$ cat src/rtl/spi_apb_sequencer.sv
// spi_apb_sequencer
//
// APB master that programs the SPI register block and runs one byte
// transaction per accepted command. For each command it optionally writes
// CR1, CR2 and BR, then writes DR. After that it polls SR until SPIF or
// MODF is seen, and finally reads DR back. It is the only master on its
// APB segment.
//
// Ports
//   pclk, presetn      : APB clock (rising edge) and async active-low reset
//   cmd_valid/ready    : command handshake; ready only while idle
//   cmd_cfg            : 1 = write CR1/CR2/BR before DR, 0 = skip them
//   cmd_cr1/cr2/br     : configuration register values
//   cmd_txdata         : byte written to DR
//   rsp_valid          : one-cycle completion pulse
//   rsp_rxdata         : DR read value (0 on any error)
//   rsp_err            : 00 ok, 01 poll timeout, 10 wait timeout, 11 mode fault
//   busy               : high while a command is in flight, through rsp_valid
//   psel..pwdata       : APB request
//   prdata, pready     : APB response; pslverr is ignored (slave always drives it)
module spi_apb_sequencer #(
  parameter int POLL_LIMIT = 255,
  parameter int WAIT_LIMIT = 15
) (
  input  logic       pclk,
  input  logic       presetn,
  input  logic       cmd_valid,
  output logic       cmd_ready,
  input  logic       cmd_cfg,
  input  logic [7:0] cmd_cr1,
  input  logic [7:0] cmd_cr2,
  input  logic [7:0] cmd_br,
  input  logic [7:0] cmd_txdata,
  output logic       rsp_valid,
  output logic [7:0] rsp_rxdata,
  output logic [1:0] rsp_err,
  output logic       busy,
  output logic       psel,
  output logic       penable,
  output logic       pwrite,
  output logic [2:0] paddr,
  output logic [7:0] pwdata,
  input  logic [7:0] prdata,
  input  logic       pready,
  input  logic       pslverr
);

  localparam logic [2:0] ADDR_CR1 = 3'b000;
  localparam logic [2:0] ADDR_CR2 = 3'b001;
  localparam logic [2:0] ADDR_BR  = 3'b010;
  localparam logic [2:0] ADDR_SR  = 3'b011;
  localparam logic [2:0] ADDR_DR  = 3'b101;

  localparam int SR_SPIF = 7;
  localparam int SR_MODF = 4;

  localparam logic [7:0] POLL_MAX = 8'(POLL_LIMIT);
  localparam logic [3:0] WAIT_MAX = 4'(WAIT_LIMIT);

  localparam logic [1:0] ERR_OK   = 2'b00;
  localparam logic [1:0] ERR_POLL = 2'b01;
  localparam logic [1:0] ERR_WAIT = 2'b10;
  localparam logic [1:0] ERR_MODF = 2'b11;

  typedef enum logic [1:0] {
    S_IDLE,
    S_SETUP,
    S_ACCESS,
    S_RESP
  } state_t;

  typedef enum logic [2:0] {
    ST_CR1,
    ST_CR2,
    ST_BR,
    ST_DR_WR,
    ST_SR,
    ST_DR_RD
  } step_t;

  state_t     state;
  state_t     state_nx;
  step_t      step;
  step_t      step_nx;

  logic [7:0] poll_cnt;
  logic [3:0] wait_cnt;

  logic       cfg_q;
  logic [7:0] cr1_q;
  logic [7:0] cr2_q;
  logic [7:0] br_q;
  logic [7:0] tx_q;

  logic       resp_load;
  logic [1:0] resp_err_nx;
  logic [7:0] resp_data_nx;

  logic       accept;
  logic       xfer_done;
  logic       poll_last;
  logic       wait_last;
  logic       sr_idle;
  logic       bus_active;
  logic       unused_pslverr;

  assign unused_pslverr = pslverr;

  assign accept    = (state == S_IDLE) && cmd_valid;
  assign xfer_done = (state == S_ACCESS) && pready;
  // The poll or wait that is running now is the last one the limit allows.
  assign poll_last = (poll_cnt >= (POLL_MAX - 8'd1));
  assign wait_last = (wait_cnt >= (WAIT_MAX - 4'd1));
  // An SR read that shows neither MODF nor SPIF counts as one more poll.
  assign sr_idle   = xfer_done && (step == ST_SR) &&
                     !prdata[SR_MODF] && !prdata[SR_SPIF];

  // State register
  always_ff @(posedge pclk or negedge presetn) begin
    if (!presetn) begin
      state <= S_IDLE;
      step  <= ST_CR1;
    end else begin
      state <= state_nx;
      step  <= step_nx;
    end
  end

  // Next-state logic
  always_comb begin
    state_nx     = state;
    step_nx      = step;
    resp_load    = 1'b0;
    resp_err_nx  = ERR_OK;
    resp_data_nx = 8'h00;
    case (state)
      S_IDLE: begin
        if (cmd_valid) begin
          state_nx = S_SETUP;
          step_nx  = cmd_cfg ? ST_CR1 : ST_DR_WR;
        end
      end
      S_SETUP: begin
        state_nx = S_ACCESS;
      end
      S_ACCESS: begin
        if (pready) begin
          // By default the sequencer moves on to the next SETUP. The cases
          // below override this when the command ends here.
          state_nx = S_SETUP;
          case (step)
            ST_CR1:   step_nx = ST_CR2;
            ST_CR2:   step_nx = ST_BR;
            ST_BR:    step_nx = ST_DR_WR;
            ST_DR_WR: step_nx = ST_SR;
            ST_SR: begin
              // MODF wins over SPIF when both bits are set.
              if (prdata[SR_MODF]) begin
                state_nx    = S_RESP;
                resp_load   = 1'b1;
                resp_err_nx = ERR_MODF;
              end else if (prdata[SR_SPIF]) begin
                step_nx = ST_DR_RD;
              end else if (poll_last) begin
                state_nx    = S_RESP;
                resp_load   = 1'b1;
                resp_err_nx = ERR_POLL;
              end
            end
            ST_DR_RD: begin
              state_nx     = S_RESP;
              resp_load    = 1'b1;
              resp_err_nx  = ERR_OK;
              resp_data_nx = prdata;
            end
            default: begin
              state_nx = S_IDLE;
            end
          endcase
        end else if (wait_last) begin
          state_nx    = S_RESP;
          resp_load   = 1'b1;
          resp_err_nx = ERR_WAIT;
        end
      end
      S_RESP: begin
        state_nx = S_IDLE;
      end
      default: begin
        state_nx = S_IDLE;
      end
    endcase
  end

  // Output logic
  always_comb begin
    bus_active = (state == S_SETUP) || (state == S_ACCESS);
    cmd_ready  = (state == S_IDLE);
    busy       = (state != S_IDLE);
    rsp_valid  = (state == S_RESP);
    psel       = bus_active;
    penable    = (state == S_ACCESS);
    pwrite     = 1'b0;
    paddr      = 3'b000;
    pwdata     = 8'h00;
    // The address and data come only from the step register and the latched
    // command. They therefore stay stable from SETUP through every ACCESS
    // wait cycle.
    if (bus_active) begin
      case (step)
        ST_CR1: begin
          pwrite = 1'b1;
          paddr  = ADDR_CR1;
          pwdata = cr1_q;
        end
        ST_CR2: begin
          pwrite = 1'b1;
          paddr  = ADDR_CR2;
          pwdata = cr2_q;
        end
        ST_BR: begin
          pwrite = 1'b1;
          paddr  = ADDR_BR;
          pwdata = br_q;
        end
        ST_DR_WR: begin
          pwrite = 1'b1;
          paddr  = ADDR_DR;
          pwdata = tx_q;
        end
        ST_SR: begin
          paddr = ADDR_SR;
        end
        ST_DR_RD: begin
          paddr = ADDR_DR;
        end
        default: begin
          paddr = 3'b000;
        end
      endcase
    end
  end

  // Poll/wait counters and the response registers
  always_ff @(posedge pclk or negedge presetn) begin
    if (!presetn) begin
      poll_cnt   <= 8'h00;
      wait_cnt   <= 4'h0;
      rsp_rxdata <= 8'h00;
      rsp_err    <= ERR_OK;
    end else begin
      if (accept) begin
        poll_cnt <= 8'h00;
      end else if (sr_idle && (poll_cnt != POLL_MAX)) begin
        poll_cnt <= poll_cnt + 8'd1;
      end

      if (state == S_SETUP) begin
        wait_cnt <= 4'h0;
      end else if ((state == S_ACCESS) && !pready && (wait_cnt != WAIT_MAX)) begin
        wait_cnt <= wait_cnt + 4'd1;
      end

      if (resp_load) begin
        rsp_rxdata <= resp_data_nx;
        rsp_err    <= resp_err_nx;
      end
    end
  end

  // Command capture: these are pure data and are only read after an accept
  // has loaded them.
  always_ff @(posedge pclk) begin
    if (accept) begin
      cfg_q <= cmd_cfg;
      cr1_q <= cmd_cr1;
      cr2_q <= cmd_cr2;
      br_q  <= cmd_br;
      tx_q  <= cmd_txdata;
    end
  end

  // The configuration flag only selects the first step at accept time. It
  // is kept with the other command fields so the captured command is
  // complete.
  logic unused_cfg_q;
  assign unused_cfg_q = cfg_q;

endmodule

$ cat config.mk
export PLATFORM = sky130hd
export DESIGN_NAME = spi_apb_sequencer
export DESIGN_NICKNAME = d
export VERILOG_FILES = /design/src/rtl/spi_apb_sequencer.sv
export SDC_FILE = /design/constraint.sdc
export NUM_CORES = 1
export LEC_CHECK = 0
export ABC_AREA = 0
export CORE_ASPECT_RATIO = 0.75
export CORE_MARGIN = 5
export CORE_UTILIZATION = 30
export DETAILED_ROUTE_END_ITERATION = 7
export PLACE_DENSITY = 0.64
export REMOVE_ABC_BUFFERS = 1
export SETUP_SLACK_MARGIN = 0.02
export SLEW_MARGIN = 40
export SYNTH_ARGS = -nofsm -noshare
export SYNTH_HDL_FRONTEND = slang
export SYNTH_SLANG_ARGS = --single-unit
export TNS_END_PERCENT = 1
$ cat constraint.sdc
create_clock -name pclk -period 2.9 [get_ports pclk]
set_clock_uncertainty 0.15 [all_clocks]
set_input_delay 0.58 -clock pclk [delete_from_list [all_inputs] [get_ports pclk]]
set_output_delay 0.58 -clock pclk [all_outputs]
set_load 0.1 [all_outputs]
==> metrics.cfg <==
[global_routing]
grt_start_max_net_pins = 39
grt_util_all_layers_pct = 12.24
grt_first_pass_wirelength_mm = 10.71
number_of_global_route_vias_before_repair = 2184
globalRoute.totalOverflow = 0
antenna_found_initial = 0

[critical_path]
worstPathMaxFanout = 9
worstReg2RegEnd = poll_cnt[3]
timing.critical_path.cells = inv_1, ha_1, nor2b_1, buf_4, and2_1, buf_12
reg_to_reg_start = state[0]
critical-path-max-stage-delay_ns = 0.42
path_delay_family = buffers and inverters
path_class = flop to output port
crit_required_ns = 2.17
reg2regPathDepth = 6
timing.critical_path.arrival_ns = 1.91
cpMaxStageDelayCell = dfrtp_1
worst_setup_path_end_kind = output port
setup.reg_to_reg.worst_slack_ns = 0.59
worst_setup_path_start_kind = flop
critical_path.n_buffers_inverters = 3

[cells_and_area]
insertedDiodeCount = 0
area_grow_syn2layout_pct = 45.34
nNetsFinal = 359
drive_above_1_share_pct = 21.29
n_fill_cell = 856

[detailed_routing]
ant_nets = 0
drt-total-wl_mm = 6.560
vias_after_detailed_routing = 2100
post_drt_wl_per_cell_um = 14.98
detail_route.drc_violations = 0
pre_antenna_drt_iters = 4
viasPerCell = 4.795
dr.first_iter.drc_count = 139

[clocking]
clock_tree_root = clkbuf_16
maximum_buffer_depth_of_the_clock_tree = 2
numCtsBuffers = 9
htree_num_levels = 3
number_of_resized_instances_in_the_post_cts_repair_step = 0
path_clk_slew_ns = 0.05
clk_latency_ns = 0.32
tritoncts_num_sinks = 59
tritoncts = done
cts-hold-fix-buffers = 0
post-cts-setup-buffers = 0

[yosys]
cell_taking_the_most_area_after_synthesis = edfxtp_1
synthXorXnorAreaFrac_pct = 0.9371
post_synth_instance_area_um2 = 2804
synth_largest_type_area_fraction_pct = 34.27
post_synth_and_or_nand_nor_area_fraction_pct = 12.72
synthMostInstantiatedCell = edfxtp_1
seq_area_frac_synth_pct = 58.37
ys.flop_type = edfxtp_1
yosys-mux-area-fraction_pct = 6.515
ys_async_sr_fraction_pct = 45.76
synth_area_leaders = edfxtp_1 (34%), dfrtp_1 (24%), mux2i_1 (5.7%), ha_1 (3.6%), a22o_2 (2.9%)
yosys_register_bits = 59
number_of_warnings_printed_during_yosys_synthesis = 0
synthesis.instances = 224
synth-edff-count = 32
yosys.cell_types.count = 46
synthTopCellsByCount = edfxtp_1 (32), dfrtp_1 (27), nor2_1 (17)
post_synth.cell_area_avg_um2 = 12.52
synth-compound-area-share_pct = 15.39
synth-adder-area-share_pct = 3.570
synth_top_family_by_area = compound AO/OA/AOI/OAI gates

[timing]
final_critical_path_setup_slack_ns = 0.2589
setup-tns-final_ns = 0
final_slew_violations = 0
timing.final.crit_period_ns = 2.641
rsz0062_at_grt = no
max-slew-margin-rel_pct = 66.93
timing.final.hold_violations = 0
tightestPinTransition_ns = 0.4916
min_period_over_period_pct = 91.07
fmaxAchievable_mhz = 378.6
final_setup_fails = 0

[floorplan]
die_h_um = 93.73
fp.coreArea_um2 = 9084
die_width_um = 121.6
num_rows = 30
die_area_um2 = 11400
starting_density_of_the_core_pct = 30.87
io_pins = 73

[worst_hold_path]
min_delay_path_depth = 1
worst_hold_path.endpoint = rsp_err[0]
worst_hold_path_type = flop to flop
timing.hold.worst.start = rsp_err[0]

[place]
io_buffer_count = 71
place_ws_ns = 0.3973
gp_congestion = 0.7772
detailedPlacementHpwl_mm = 4.676

[status]
run_status = finished clean

[job]
maxCapViolations = 0

[placed cells by master, fill, tap and decap left out, types with 11 or more instances in the layout]
master | netlist | routed
clkdlybuf4s50_1 | 0 | 44
edfxtp_1 | 32 | 32
dfrtp_1 | 27 | 27
buf_4 | 0 | 19
nor2_1 | 17 | 17
mux2i_1 | 16 | 16
inv_1 | 12 | 12
buf_12 | 0 | 12
nand2_1 | 11 | 11
[how the worst max path moves through the flow]
| stage | startpoint | to | depth (start not counted) |
|---|---|---|---|
| after detailed placement | prdata[7] | rsp_err[1] | 5 |
| final | state[0] | pwdata[6] | 6 |
| after floorplan | state[1] | pwdata[0] | 4 |
| after global routing | state[1] | pwdata[3] | 6 |
| after global placement | prdata[7] | rsp_err[1] | 5 |
| after CTS | state[0] | pwdata[0] | 6 |
[final cells by class]
| cell class | count | area (um2) | share of cell area (%) |
|---|---|---|---|
| inverter | 13 | 48.80 | 1.197 |
| timing repair buffer | 75 | 823.3 | 20.20 |
| sequential | 59 | 1637 | 40.16 |
| tap | 128 | 160.2 | 3.930 |
| clock inverter | 6 | 80.08 | 1.965 |
| multi-input combinational | 147 | 1097 | 26.93 |
| clock buffer | 10 | 229.0 | 5.619 |
[state kept, by name, indices dropped and copies added, names as in the netlist]
| signal | flops |
|---|---|
| step | 3 |
| cr1_q | 8 |
| rsp_err | 2 |
| tx_q | 8 |
| poll_cnt | 8 |
| cr2_q | 8 |
| wait_cnt | 4 |
| br_q | 8 |
| state | 2 |
| rsp_rxdata | 8 |
[routing by layer]
metal | part of all wire [%] | up-vias | GRT usage, %
met4 | 0.55 | 0 | 3.918
met2 | 44 | 68 | 18.16
li1 | - | 1013 | -
met3 | 7.4 | 4 | 5.599
met5 | 0 | - | 0
met1 | 48 | 1015 | 15.90
[per-stage QoR]
| stage | utilization [%] | std cells | cell area, um2 | hold WS (ns) |
|---|---|---|---|---|
| final | 44.86 | 438 | 4075 | 0.3444 |
| after global routing | 44.86 | 438 | 4075 | 0.3703 |
| after CTS | 44.86 | 438 | 4075 | 0.3517 |
| after detailed placement | 41.46 | 422 | 3766 | 0.3359 |
| after global placement | 41.46 | 422 | 3766 | 0.3365 |
| after floorplan | - | 219 | 2783 | 0.1344 |
[kinds of logic after synthesis]
family / count (synthesis)
muxes: 17
AOI/OAI and AO/OA: 52
adders and majority gates: 8
xor gates and xnor gates: 3
buffers and inverters: 18
DFF: 59
and+or+nand+nor: 67
Power is left out: the tool's default activity adds up to more than one toggle a clock period on the data nets, which glitch-free logic cannot reach.
==> RTL edit 1, RTL diff (same settings) <==
The 4 states of `state_t` get a one-hot encoding in 4 bits.
--- a/src/rtl/spi_apb_sequencer.sv
+++ b/src/rtl/spi_apb_sequencer.sv
@@ -62,11 +62,11 @@
   localparam logic [1:0] ERR_WAIT = 2'b10;
   localparam logic [1:0] ERR_MODF = 2'b11;
 
-  typedef enum logic [1:0] {
-    S_IDLE,
-    S_SETUP,
-    S_ACCESS,
-    S_RESP
+  typedef enum logic [3:0] {
+    S_IDLE   = 4'b0001,
+    S_SETUP  = 4'b0010,
+    S_ACCESS = 4'b0100,
+    S_RESP   = 4'b1000
   } state_t;
 
   typedef enum logic [2:0] {
Function: same outputs for any inputs over 10 cycles, from zero or initial values and one cycle with presetn low; not proved beyond that.
==> RTL edit 1 against the original RTL <==
Via count rose by 2.5%. Worst setup slack got worse by 160 ps. Non-clock buffer count grew 6. Synthesized area rose by 0.71%. Cell area grew 2.3%. Sequential cell count is 2 higher. Maximum frequency decreased by 5.8%. Die area up 0.65%. Wire length up 2.9%. Critical path type unchanged. Highest routed layer unchanged.
==> RTL edit 1: results (changes against the original RTL) <==
[outcome]
outcome=completed

[drt]
drtIter0Drc=158  ; +14%
wl_um=6750  ; +2.9%
firstDrtPassIters=4  ; unchanged
vias=2153  ; +2.5%

[place]
pre_cts_slack_ps=188  ; -210 ps
hpwl_um=4840  ; +3.5%
dp.cells=431  ; +2.1%
placed_area_um2=3840  ; +2.0%
gp_congestion=0.794  ; +2.1%

[grt]
grt_pass1_vias=2239  ; +2.5%
grt_util_all_layers_pct=12.6  ; +0.38 points
grt_pass1_wl_um=11200  ; +4.2%
grt_start_max_net_pins=30  ; -23%
antenna_found_initial=0  ; unchanged

[synthesis]
yosysSeqAreaShare_pct=59.8  ; +1.4 points
ys.flop_type=edfxtp_1
ys_top_cells_by_count=edfxtp_1, dfrtp_1, a211oi_1
synth_compound_area_share_pct=15.8  ; +0.42 points
synth.distinct_cells=53  ; +15%
synth.area.mux_share_pct=1.91  ; -4.6 points
synth_xor_area_share_pct=1.24  ; +0.30 points
synth.avg_cell_area_um2=12.2  ; -2.8%
yosys.area_share.adder_pct=1.77  ; -1.8 points
ys_warn_count=0  ; unchanged
synth-async-reset-ratio_pct=47.5  ; +1.8 points
synthTopCellsByArea=edfxtp_1, dfrtp_1, a211oi_1, a22o_1, a21oi_1

[hold_path]
hp-class=reg2reg
hp-start=rsp_err[0]
min_to=rsp_err[0]

[clock_tree]
insertion_delay_ps=330
cts_buffer_depth=2  ; unchanged
cts.clk_slew.worst_paths_ps=50  ; about the same
cts-root-buf=clkbuf_16
cts_buffers=9  ; unchanged
cts.htree.levels=3  ; unchanged

[setup_path]
rr_worst_depth=5  ; -1
rr_endpoint=poll_cnt[3]
critPathSlowestCell=dfrtp_2
slowest_delay_ps=450  ; +30 ps
path_delay_family=simple AND/OR/NAND/NOR gates
crit_arrival_ps=2070  ; +160 ps
r2r_start=state[1]
crit_fanout=9  ; unchanged

[finish]
stdcell_count=447  ; +2.1%
layout-drive-gt1-share_pct=22.6  ; +1.3 points
diodes=0  ; unchanged
final_nets=364  ; +1.4%

[power_and_ir_drop]
p_leak_nw=1.63

[timing]
worst_hold_slack_ps=347  ; +2.58 ps
max_slew_margin_pct=60.0  ; -7.0 points

-- RTL edit 1: timing repair --
action                     in CTS  in global routing
hold endpoints to repair        0                  0
setup endpoints to repair       7                  7
gates resized for setup         8                  3
buffers inserted                0                  0
hold buffers                    0                  0
-- RTL edit 1: worst max path at each step --
stage | depth (start not counted) | slack [ps] | to | from
floorplan | 2 | -3340 | busy | state[0]
global placement | 5 | 270 | pwdata[0] | state[2]
detailed placement | 5 | 190 | pwdata[0] | state[2]
CTS | 3 | 50 | pwdata[6] | step[1]
global route | 5 | 30 | pwdata[2] | state[2]
finish | 5 | 100 | pwdata[7] | state[1]
-- RTL edit 1: layout make-up --
class                           count  area (um2)
Sequential cell                    61        1690
Clock buffer                        9         225
Clock inverter                      7        50.0
Tap cell                          128         160
Fill cell                         816        4950
Timing Repair Buffer               81         906
Multi-Input combinational cell    148        1080
Inverter                           13        53.8
-- RTL edit 1: worst register-to-register path, delay by kind of cell (launching register included) --
kind / cells / cell delay, ps
AND/OR/NAND/NOR: 3 / 1360
flip-flops: 1 / 450
AO/OA/AOI/OAI: 1 / 150
buffers and inverters: 1 / 130
-- RTL edit 1: cell families after synthesis --
kind of cell | after synthesis
buf+inv | 23
compound gates | 63
fa+ha+maj | 4
flops | 61
mux | 4
simple gates | 73
xor+xnor | 4
-- RTL edit 1: report_power, final --
group,switching (mW),internal (mW),total (mW)
Sequential,0.162,1.12,1.28
Clock,0.390,0.579,0.969
Combinational,0.942,0.511,1.45
Total,1.49,2.21,3.70
-- RTL edit 1: routing by layer --
metal,vias to the layer above,track usage (%),share of wire [%]
met5,-,0,0
met4,0,4.57,1.3
met3,7,4.39,6.0
met2,64,19.0,45
met1,1023,16.8,48
li1,1059,-,-
==> RTL edit 2, RTL diff (same flow settings) <==
Made on the original files. The parameter `POLL_LIMIT` goes from 255 to 127.
--- a/src/rtl/spi_apb_sequencer.sv
+++ b/src/rtl/spi_apb_sequencer.sv
@@ -19,7 +19,7 @@
 //   psel..pwdata       : APB request
 //   prdata, pready     : APB response; pslverr is ignored (slave always drives it)
 module spi_apb_sequencer #(
-  parameter int POLL_LIMIT = 255,
+  parameter int POLL_LIMIT = 127,
   parameter int WAIT_LIMIT = 15
 ) (
   input  logic       pclk,
Check against the original RTL: no difference found for any inputs over 10 cycles, from zero or initial values and one cycle with presetn low; that may be too few to reach the edited logic, so the function may still have changed.
==> RTL edit 2 against the original RTL <==
Cell area is 0.28% lower. Synthesized area is 0.58% lower. Synthesized cell count is 0.89% lower. Worst setup slack better by 17 ps. Wire length is 4.3% lower. Via count is 6.0% lower. Sequential cell count stayed put. Critical endpoint unchanged. Largest cell class unchanged.
==> RTL edit 2: results (changes against the original RTL) <==
[setup_path]
crit_arrival_ps=1890  ; -20 ps
ff2ff_setup_slack_ps=550  ; -40 ps
crit_fanout=9  ; unchanged

[clock_tree]
cts_buffers=9  ; unchanged
cts_buffer_depth=2  ; unchanged
cts.clk_slew.worst_paths_ps=50  ; about the same
cts.htree.levels=3  ; unchanged
insertion_delay_ps=320  ; about the same
cts_setup_buffers=0  ; unchanged
cts_resized=0  ; unchanged

[place]
port-buffer-count=71  ; unchanged
gp_congestion=0.742  ; -4.6%
dp.cells=420  ; -0.47%
placed_area_um2=3770  ; about the same
hpwl_um=4520  ; -3.4%

[power_and_ir_drop]
p_switching_mw=2.51
max-vdd-ir-drop_mv=0.628
p_leak_nw=1.68

[synthesis]
synth.area.mux_share_pct=6.55  ; +0.038 points
synth.avg_cell_area_um2=12.6  ; +0.32%
synth_xor_area_share_pct=3.14  ; +2.2 points
synthTopCellsByArea=edfxtp_1, dfrtp_1, mux2i_1, ha_1, nor2_1
yosys.area_share.adder_pct=3.59  ; +0.021 points
synth.distinct_cells=43  ; -6.5%
synth_edf_count=32  ; unchanged
ys_warn_count=0  ; unchanged
synth_compound_area_share_pct=11.3  ; -4.1 points
yosysSeqAreaShare_pct=58.7  ; +0.34 points
ys_top_cells_by_count=edfxtp_1, dfrtp_1, nor2_1

[drt]
wl_um=6280  ; -4.3%
routedWlPerCell_um=14.4  ; -3.9%
firstDrtPassIters=4  ; unchanged
drtIter0Drc=111  ; -20%
vias=1975  ; -6.0%

[grt]
grt_pass1_wl_um=10200  ; -4.8%
grt_start_max_net_pins=42  ; +7.7%
antenna_found_initial=0  ; unchanged
grt_util_all_layers_pct=11.7  ; -0.56 points

[finish]
layout-drive-gt1-share_pct=22.1  ; +0.79 points
final_nets=357  ; -0.56%

[timing]
max_slew_margin_pct=60.7  ; -6.3 points

[hold_path]
hp-class=reg2reg

[outcome]
outcome=completed

-- RTL edit 2: changes by cell type in the layout (fill, tap and decap cells not counted), moves of 4 or more --
cell | before | now
xor2_1 | 1 | 8
o41ai_1 | 4 | 0
o311ai_0 | 4 | 0
nand3_1 | 7 | 3
nor2_1 | 17 | 22
-- RTL edit 2: path summary, 6_finish.rpt --
kind,to,from,cells past startpoint
hold / removal,rsp_rxdata[6],rsp_rxdata[6],1
setup / recovery,pwdata[6],state[0],6
min in group asynchronous,rsp_rxdata[6],presetn,2
setup reg to reg,poll_cnt[4],state[0],7
hold reg to reg,rsp_rxdata[6],rsp_rxdata[6],1
max in group asynchronous,poll_cnt[5],presetn,2
-- RTL edit 2: per-stage QoR --
| stage | TNS (ps) | power (mW) | hold WS [ps] | setup WS (ps) |
|---|---|---|---|---|
| after floorplan | -17850 | 3.19 | 134 | -1690 |
| after global routing | 0 | 5.43 | 363 | 127 |
| after CTS | 0 | 5.27 | 352 | 217 |
| after global placement | 0 | 4.20 | 338 | 327 |
| final | 0 | 5.21 | 348 | 276 |
| after detailed placement | 0 | 4.22 | 338 | 281 |
-- RTL edit 2: cell type report --
type                    instances  area, um2
clock inverters                 7       68.8
fillers                       827       4980
flip-flops and latches         59       1640
well taps                     128        160
inverters                      11       41.3
multi-input cells             143       1070
repair buffers                 79        866
clock buffers                   9        225
-- RTL edit 2: per-layer routing --
metal,GRT usage [%],part of all wire (%),vias up
li1,-,-,971
met1,14.8,46,961
met2,18.6,48,38
met3,4.29,4.9,5
met4,3.64,0.86,0
met5,0,0,-
-- RTL edit 2: critical path: stages (launching register included) --
cell and delay, ps:
dfrtp_1 420, inv_1 90, ha_1 340, nor2b_1 140
buf_4 190, and2_1 200, buf_12 190
-- RTL edit 2: power groups by stage --
| stage | combinational [mW] | clock (mW) | sequential [mW] |
|---|---|---|---|
| 2_1_floorplan | 1.87 | 0 | 1.31 |
| 3_3_place_gp | 3.04 | 0 | 1.16 |
| 3_5_place_dp | 3.05 | 0 | 1.17 |
| 4_1_cts | 3.06 | 1.05 | 1.15 |
| 5_1_grt | 3.16 | 1.10 | 1.17 |
| 6_report | 3.03 | 1.03 | 1.15 |
-- RTL edit 2: kinds of logic after synthesis --
| kind of cell | count (synthesis) |
|---|---|
| AND/OR/NAND/NOR | 68 |
| flip-flops | 59 |
| AO/OA/AOI/OAI | 40 |
| buffers and inverters | 20 |
| multiplexers | 17 |
| XOR/XNOR | 10 |
| adder cells (fa/ha/maj) | 8 |
